File: src/rtl/spine_pkg.sv
// Shared constants and types for the spine-side leaf link endpoint.
package spine_pkg;

  localparam int DEST_MSB = 15;
  localparam int DEST_LSB = 10;
  localparam int DEST_W   = 6;
  localparam int STAT_W   = 16;

  typedef enum logic [1:0] {
    IDLE,
    SEND,
    GAP
  } tx_state_t;

endpackage

File: src/rtl/spine_sync_fifo.sv
// First-word-fall-through synchronous FIFO with occupancy count.
// A push while full is accepted only when a pop happens in the same cycle.
module spine_sync_fifo #(
  parameter int DEPTH = 8,
  parameter int WIDTH = 16
) (
  input  logic                     clk,
  input  logic                     reset,
  input  logic                     push,
  input  logic [WIDTH-1:0]         push_data,
  input  logic                     pop,
  output logic [WIDTH-1:0]         pop_data,
  output logic                     full,
  output logic                     empty,
  output logic [$clog2(DEPTH):0]   count
);

  localparam int AW = $clog2(DEPTH);
  localparam logic [AW:0] FULL_CNT = (AW + 1)'(DEPTH);

  logic [WIDTH-1:0] mem [DEPTH];
  logic [AW-1:0]    wr_ptr;
  logic [AW-1:0]    rd_ptr;
  logic [AW:0]      cnt;
  logic             wr_en;
  logic             rd_en;

  assign rd_en    = pop && !empty;
  assign wr_en    = push && (!full || rd_en);
  assign full     = (cnt == FULL_CNT);
  assign empty    = (cnt == '0);
  assign count    = cnt;
  assign pop_data = mem[rd_ptr];

  // Storage array; contents need no reset because empty masks them.
  always_ff @(posedge clk) begin
    if (wr_en) begin
      mem[wr_ptr] <= push_data;
    end
  end

  // Pointers wrap naturally at the power-of-two depth; count tracks occupancy.
  always_ff @(posedge clk) begin
    if (reset) begin
      wr_ptr <= '0;
      rd_ptr <= '0;
      cnt    <= '0;
    end else begin
      if (wr_en) begin
        wr_ptr <= wr_ptr + 1'b1;
      end
      if (rd_en) begin
        rd_ptr <= rd_ptr + 1'b1;
      end
      case ({wr_en, rd_en})
        2'b10:   cnt <= cnt + 1'b1;
        2'b01:   cnt <= cnt - 1'b1;
        default: cnt <= cnt;
      endcase
    end
  end

endmodule

File: src/rtl/spine_leaf_port.sv
// Spine-side endpoint of one leaf-router link.
// Ingress: valid-only leaf flits are buffered and offered to the crossbar
// with valid/ready. Egress: crossbar flits are buffered and paced onto the
// leaf's valid-only input with TX_GAP idle cycles between strobes.
// Define SPINE_PORT_STATS_EN to build the drop/tx/rx statistics counters;
// otherwise those ports are tied to zero.
module spine_leaf_port
  import spine_pkg::*;
#(
  parameter int DWIDTH    = 16,
  parameter int IN_DEPTH  = 8,
  parameter int OUT_DEPTH = 4,
  parameter int TX_GAP    = 1
) (
  input  logic              clk,
  input  logic              reset,
  input  logic [DWIDTH-1:0] leaf_in_data,
  input  logic              leaf_in_valid,
  output logic [DWIDTH-1:0] leaf_out_data,
  output logic              leaf_out_valid,
  output logic [DEST_W-1:0] leaf_out_dest_addr,
  output logic [DWIDTH-1:0] sw_out_data,
  output logic [DEST_W-1:0] sw_out_dest_addr,
  output logic              sw_out_valid,
  input  logic              sw_out_ready,
  input  logic [DWIDTH-1:0] sw_in_data,
  input  logic              sw_in_valid,
  output logic              sw_in_ready,
  output logic              in_full,
  output logic              in_empty,
  output logic              out_full,
  output logic              out_empty,
  output logic [STAT_W-1:0] drop_count,
  output logic [STAT_W-1:0] tx_count,
  output logic [STAT_W-1:0] rx_count
);

  localparam int IN_CW  = $clog2(IN_DEPTH) + 1;
  localparam int OUT_CW = $clog2(OUT_DEPTH) + 1;
  localparam logic [OUT_CW-1:0] OUT_FULL_CNT = OUT_CW'(OUT_DEPTH);
  localparam logic [3:0] GAP_LOAD = (TX_GAP > 0) ? 4'(TX_GAP - 1) : 4'd0;

  logic [DWIDTH-1:0] in_head;
  logic [IN_CW-1:0]  in_count;
  logic              in_pop;

  logic [DWIDTH-1:0] out_head;
  logic [OUT_CW-1:0] out_count;
  logic              out_push;
  logic              out_pop;

  tx_state_t state;
  tx_state_t state_n;
  logic [3:0] gap_cnt;
  logic [3:0] gap_n;

  // Ingress path: leaf flits toward the crossbar
  assign sw_out_valid     = (in_count != '0);
  assign in_pop           = sw_out_valid && sw_out_ready;
  assign sw_out_data      = sw_out_valid ? in_head : '0;
  assign sw_out_dest_addr = sw_out_data[DEST_MSB:DEST_LSB];

  spine_sync_fifo #(
    .DEPTH(IN_DEPTH),
    .WIDTH(DWIDTH)
  ) u_in_fifo (
    .clk      (clk),
    .reset    (reset),
    .push     (leaf_in_valid),
    .push_data(leaf_in_data),
    .pop      (in_pop),
    .pop_data (in_head),
    .full     (in_full),
    .empty    (in_empty),
    .count    (in_count)
  );

  // Egress path: crossbar flits toward the leaf
  assign sw_in_ready = (out_count != OUT_FULL_CNT);
  assign out_push    = sw_in_valid && sw_in_ready;

  spine_sync_fifo #(
    .DEPTH(OUT_DEPTH),
    .WIDTH(DWIDTH)
  ) u_out_fifo (
    .clk      (clk),
    .reset    (reset),
    .push     (out_push),
    .push_data(sw_in_data),
    .pop      (out_pop),
    .pop_data (out_head),
    .full     (out_full),
    .empty    (out_empty),
    .count    (out_count)
  );

  // TX pacing: decide next state, gap countdown and when to pop the egress FIFO
  always_comb begin
    state_n = state;
    gap_n   = gap_cnt;
    out_pop = 1'b0;
    case (state)
      IDLE: begin
        if (!out_empty) begin
          out_pop = 1'b1;
          state_n = SEND;
        end
      end
      SEND: begin
        if (TX_GAP == 0) begin
          if (!out_empty) begin
            out_pop = 1'b1;
            state_n = SEND;
          end else begin
            state_n = IDLE;
          end
        end else begin
          state_n = GAP;
          gap_n   = GAP_LOAD;
        end
      end
      GAP: begin
        if (gap_cnt == 4'd0) begin
          if (!out_empty) begin
            out_pop = 1'b1;
            state_n = SEND;
          end else begin
            state_n = IDLE;
          end
        end else begin
          gap_n = gap_cnt - 4'd1;
        end
      end
      default: state_n = IDLE;
    endcase
  end

  // TX state, gap counter and the registered leaf output flit
  always_ff @(posedge clk) begin
    if (reset) begin
      state              <= IDLE;
      gap_cnt            <= 4'd0;
      leaf_out_data      <= '0;
      leaf_out_dest_addr <= '0;
    end else begin
      state   <= state_n;
      gap_cnt <= gap_n;
      if (out_pop) begin
        leaf_out_data      <= out_head;
        leaf_out_dest_addr <= out_head[DEST_MSB:DEST_LSB];
      end
    end
  end

  assign leaf_out_valid = (state == SEND);

`ifdef SPINE_PORT_STATS_EN
  localparam logic [IN_CW-1:0] IN_FULL_CNT = IN_CW'(IN_DEPTH);

  logic              in_drop;
  logic [STAT_W-1:0] drop_q;
  logic [STAT_W-1:0] tx_q;
  logic [STAT_W-1:0] rx_q;

  assign in_drop = leaf_in_valid && (in_count == IN_FULL_CNT) && !in_pop;

  // Link statistics: drops saturate, tx/rx wrap; rx counts dropped flits too
  always_ff @(posedge clk) begin
    if (reset) begin
      drop_q <= '0;
      tx_q   <= '0;
      rx_q   <= '0;
    end else begin
      if (in_drop && (drop_q != '1)) begin
        drop_q <= drop_q + 1'b1;
      end
      if (leaf_out_valid) begin
        tx_q <= tx_q + 1'b1;
      end
      if (leaf_in_valid) begin
        rx_q <= rx_q + 1'b1;
      end
    end
  end

  assign drop_count = drop_q;
  assign tx_count   = tx_q;
  assign rx_count   = rx_q;
`else
  assign drop_count = '0;
  assign tx_count   = '0;
  assign rx_count   = '0;
`endif

endmodule

File: config.mk
export PLATFORM = sky130hd
export DESIGN_NAME = spine_leaf_port
export DESIGN_NICKNAME = d
export VERILOG_FILES = /design/src/rtl/spine_pkg.sv /design/src/rtl/spine_sync_fifo.sv /design/src/rtl/spine_leaf_port.sv
export SDC_FILE = /design/constraint.sdc
export NUM_CORES = 1
export LEC_CHECK = 0
export CORE_ASPECT_RATIO = 1.25
export CORE_MARGIN = 3
export CORE_UTILIZATION = 35
export DETAILED_ROUTE_END_ITERATION = 10
export GPL_ROUTABILITY_DRIVEN = 0
export PLACE_DENSITY_LB_ADDON = 0.15
export SYNTH_ARGS = -nofsm -noshare
export SYNTH_HDL_FRONTEND = slang
export SYNTH_SLANG_ARGS = --single-unit
File: constraint.sdc
create_clock -name clk -period 2.9 [get_ports clk]
set_clock_uncertainty 0.1 [all_clocks]
set_input_delay 0.725 -clock clk [delete_from_list [all_inputs] [get_ports clk]]
set_output_delay 0.725 -clock clk [all_outputs]
set_load 0.005 [all_outputs]
Yosys cells after proc, flatten, opt, wreduce, memory -nomap -nowiden
Memories as Yosys holds them, arrays and structs flattened. A register that Yosys moved wholly into a read port is not among the register bits.
Cells that the tools add are included.

storage, ports and cells
  bits in registers = 45
  bits in writable memories = 192
  bits of input ports = 37
  output and inout bits = 99
  memories kept = 2

memories
  memory          depth  width  read ports  clocked after memory_dff  wr ports  line                   source
  u_in_fifo.mem   8      16     1           1                         1         spine_sync_fifo.sv:21  logic [WIDTH-1:0] mem [DEPTH];
  u_out_fifo.mem  4      16     1           1                         1         spine_sync_fifo.sv:21

cells by class
  $add $sub $neg = 9
  eq/ne operators = 12
  mux-type cells = 20
  reduce and logical (&&, ||, !) cells = 22

operator list
  operator             number
  $mux 16              1
  $pmux 4 s2           2
  $add 3x1->3 const B  3
  $logic_not 4->1      2
  $mux 2               4
  $sub 4x1->4 const B  2
  $mux 1               7
  $eq 2x1->1 const B   3
  $eq 2x2->1 const B   3
  $logic_and 1x1->1    6
  $mux 3               2
  $ne 2x2->1 const B   3
  $pmux 2 s3           1
  $pmux 3 s2           1
  $reduce_bool 2->1    3
  $add 2x1->2 const B  2
  $add 4x1->4 const B  1
  $eq 4x4->1 const B   1
  $logic_not 1->1      4
  $mux 4               1
  $reduce_and 2->1     2
  $reduce_bool 4->1    1
  $eq 3x3->1 const B   1
  $logic_not 3->1      1
  other kinds (5)      6

Depth between registers and ports, before layout
  word-level depth = 9
  mapped depth = 11
  mapped depth without buffers = 10

Hierarchy
Synthesis repeated with hierarchy kept, for this count alone.

unflattened totals
  cells, all modules = 573
  area total of the unflattened synthesis = 10007.1 um2

modules (own cells, without submodules)
  module                        instances  cells each  area each (um2)
  spine_sync_fifo (u_in_fifo)   1          268         5685.5
  spine_sync_fifo (u_out_fifo)  1          143         2845.2
  spine_leaf_port               1          162         1476.4

Least setup slack after synthesis
No wires, ideal clock.

  kind = register to register
  from = register gap_cnt[0]
  to = register u_out_fifo.cnt[2] (netlist: u_out_fifo.count[2])
  library setup time = 70 ps
  data arrival time = 2607 ps
  required time = 2730 ps
  setup slack = 122 ps
  stages on the path, launching flop included = 12
  buffers on the path = 1
  path through = dfxtp_1 -> inv_1 -> ha_1 -> or3b_4 -> a211oi_4 -> buf_6 -> ha_1 -> inv_1 -> fa_1 -> xor2_1 -> or3_1 -> a21oi_1

on the way
  cells in the longest elaborated chain, start to end = 8
  elaborated cells on any way between the ends = 10
  those cells by class = eq/ne: 2; mux: 3; reduce/logical: 5

RTL lines
  item                                                    line                    source
  from (decl)                                             spine_leaf_port.sv:54   logic [3:0] gap_cnt;
  from (signal assigned)                                  spine_leaf_port.sv:147  gap_cnt <= gap_n;
  $logic_not 4->1 (*)                                     spine_leaf_port.sv:123  if (gap_cnt == 4'd0) begin
  $mux 1 (*)                                              spine_leaf_port.sv:123
  $pmux 1 s2 (*)                                          spine_leaf_port.sv:102  case (state)
  $logic_and 1x1->1 (*)                                   spine_sync_fifo.sv:28   assign rd_en = pop && !empty;
  named net u_out_fifo.rd_en                              spine_sync_fifo.sv:26   logic rd_en;
  $logic_or 1x1->1                                        spine_sync_fifo.sv:29   assign wr_en = push && (!full || rd_en);
  $logic_and 1x1->1                                       spine_sync_fifo.sv:29
  $eq 2x1->1 / $eq 2x2->1 (equally long branches)         spine_sync_fifo.sv:55   case ({wr_en, rd_en})
  $pmux 3 s2 / $reduce_bool 2->1 (equally long branches)  --
  to (signal assigned)                                    spine_sync_fifo.sv:56   2'b10: cnt <= cnt + 1'b1;
  to (signal assigned)                                    spine_sync_fifo.sv:57   2'b01: cnt <= cnt - 1'b1;
  to (signal assigned)                                    spine_sync_fifo.sv:58   default: cnt <= cnt;
  to (decl)                                               spine_sync_fifo.sv:24   logic [AW:0] cnt;

Mark *: on every way through the listed nets, which the timed path passes. The rest lies on a longest branch.
A chain may end at the register's enable or synchronous reset.

==> results.yml <==
outcome:
  outcome: "finished, violations left"
  violations: "setup timing"
layout:
  areaGrowthSynthToFinish_pct: 21.8
  nNetsFinal: 735
  fill_cells: 2426
  drive_gt1_frac: 0.232
  utilization: 0.435
  final_cell_mix: "edfxtp_1, clkdlybuf4s50_1, nor2_1, mux4_2, conb_1"
  final_cell_area_um2: 11700
  final_common_cell: "edfxtp_1"
  antennaDiodeCount: 0
floorplanning:
  core_area_um2: 27000
  ios: 136
  rows: 67
  die_w_um: 154
  initial_core_util: 0.357
  die_area_um2: 29600
  die_y_um: 192
min_path:
  min_path_type: "flop to flop"
setup_path:
  required_ps: 2080
  crit_chain: "buf_12 > buf_8 > buf_16 > mux4_2 > mux2i_1 > nor2_1 > buf_2"
  cp_slowest_cell: "mux4_2"
  start_kind: "flop"
  max_stage_delay_ps: 500
  worstPathArrival_ps: 2080
  cp_max_fo: 5
  path_class: "flop to primary output"
  endpoint_kind: "primary output"
clocking:
  clkSinkCount: 236
  clockBufferDepth: 3
  cts_buffers: 24
  cts_tree: "done"
  cts_max_level: 1
  root_buffer: "clkbuf_16"
  insertion_delay_ps: 500
  hold_buffers: 0
  clk_pin_slew_ps: 60
logic_synthesis:
  syn-instance-count: 566
  synth_edf_count: 192
  yosys_warnings: 0
  synthArstFlopShare: 0
  seq_area_frac_synth: 0.689
  ys_seq_elements: 236
  netlist_area_um2: 9640
  syn_area_per_cell_um2: 17.0
  ys.flop_type: "edfxtp_1"
  ys_types: 49
placement:
  dp_hpwl_mm: 11.8
  post_dp_cell_area_um2: 10900
  port-buffer-count: 87
drt:
  first_pass_iters: 5
  wl_per_cell_um: 18.7
  avgViaCountPerCell: 4.70
  ant_nets: 0
  routed_wl_mm: 19.6
  vias: 4924
  drcViolationCount: 0
  first_iter_violations: 274
sta:
  period_needed_ps: 2900
  rsz0062_at_grt: "true"
  final_hold_viol_count: 0
  drv_slew: 0
  finalSetupViolations: 1
  fmax_ghz: 0.344
  tightest_slew_ps: 546
  timing.hold.ws_ps: 397
  finalWorstSetupSlack_ps: -4.23
  maxSlewHeadroom: 0.633
  fin_crit_sh: 1.00
power:
  pwr-share-comb: 0.311
  power_mw: 10.3
  p_int_mw: 7.46
  ir_drop_uv: 499
  power.leakage_nw: 4.06
  pwr-share-clk: 0.280
  pwr-share-seq: 0.409
  switching_share: 0.276
  pwr_density_cell_nw_per_um2: 876
  p_switching_mw: 2.84
global_route:
  grt.total_usage: 0.131
  antenna_found_initial: 1
  grt-ovfl-total: 0
  grt_max_degree: 33
  grt_pass1_vias: 5326
  grt_pass1_wl_mm: 30.4
job:
  drv_cap: 0
==> sequential cells by signal, summed over array words and instances (netlist names), named ones only <==
register           flops
u_in_fifo.count        4
u_out_fifo.rd_ptr      2
gap_cnt                4
u_in_fifo.mem        128
u_in_fifo.wr_ptr       3
state                  2
leaf_out_data         16
u_out_fifo.count       3
u_out_fifo.mem        64
u_in_fifo.rd_ptr       3
u_out_fifo.wr_ptr      2
==> power by group through the flow <==
stage / registers, mW / clock network (mW) / logic [mW]
2_1_floorplan: 4.21 / 0 / 1.93
4_1_cts: 4.22 / 2.97 / 3.34
3_3_place_gp: 4.26 / 0 / 3.07
3_5_place_dp: 4.28 / 0 / 3.11
6_report: 4.22 / 2.88 / 3.20
5_1_grt: 4.25 / 3.12 / 3.50
==> critical path, delay by kind of cell (launching register included) <==
kind | cells | cell delay, ps
flops | 1 | 380
buf+inv | 4 | 490
simple gates | 1 | 70
mux | 2 | 640
==> metrics by stage <==
step	TNS (ps)	cells	setup WS, ps
floorplan	0	613	122
global placement	0	987	127
detailed placement	0	987	55.7
CTS	-574	1048	-73.6
global route	-1110	1047	-104
finish	-4.23	1047	-4.23
==> cells in the mapped netlist (2+ instances only) <==
library cell | number | area, um^2
buf_4 | 63 | 473
nor3_1 | 4 | 20.0
mux4_2 | 48 | 1080
nand3_1 | 4 | 20.0
nor2_1 | 56 | 210
buf_2 | 6 | 30.0
clkbuf_1 | 9 | 33.8
xor2_1 | 7 | 61.3
and2_1 | 2 | 12.5
buf_6 | 3 | 33.8
xnor2_1 | 3 | 26.3
nand2b_1 | 4 | 25.0
o22ai_1 | 2 | 12.5
a21oi_1 | 10 | 50.1
buf_1 | 5 | 18.8
and3_1 | 4 | 25.0
o211ai_1 | 2 | 15.0
inv_1 | 9 | 33.8
or3_1 | 2 | 12.5
o21ai_0 | 3 | 15.0
nor2b_1 | 4 | 25.0
edfxtp_1 | 192 | 5770
mux2i_1 | 35 | 350
dfxtp_1 | 44 | 881
nand2_1 | 7 | 26.3
ha_1 | 12 | 150
inv_2 | 4 | 15.0
==> area by class of cell <==
cell class                 instances  area, um^2  share of cell area
sequential                       236        6650               0.566
inverter                          13        48.8             0.00415
timing repair buffer             132        1330               0.113
multi-input combinational        278        2550               0.217
clock buffer                      33         656              0.0558
clock inverter                    10        75.1             0.00639
tap                              345         432              0.0367
==> final timing paths <==
| check | startpoint | to | slack, ps | cells past startpoint |
|---|---|---|---|---|
| setup / recovery | flop | sw_out_data[4] | -4 | 7 |
| hold / removal | leaf_out_data[2] | leaf_out_data[2] | 400 | 2 |
| setup reg to reg | gap_cnt[1] | u_out_fifo.count[2] | 170 | 10 |
| hold reg to reg | leaf_out_data[2] | leaf_out_data[2] | 400 | 2 |
==> timing repair <==
action | CTS | global route
resized for setup | 92 | 9
cloned | 4 | 0
pin swaps | 11 | 9
setup buffers | 14 | 2
setup endpoints to repair | 23 | 23
==> cell families (layout without fill, tap and decap cells) <==
family | count (synthesis) | after routing | share of synthesized area
fa+ha+maj | 13 | 13 | 0.0176
simple gates | 97 | 97 | 0.0485
flops | 236 | 236 | 0.689
other cells | 1 | 48 | 0.000389
mux | 84 | 84 | 0.150
xor+xnor | 11 | 11 | 0.0108
compound gates | 25 | 25 | 0.0176
buf+inv | 99 | 188 | 0.0662
==> metal layers <==
layer	vias up	share of wire	GRT usage
met5	-	0.00066	0
met4	2	0.014	0.0268
met3	25	0.050	0.0291
met2	103	0.53	0.243
met1	2524	0.40	0.157
li1	2270	-	-
No activity file was read; power rests on OpenSTA's default activity.
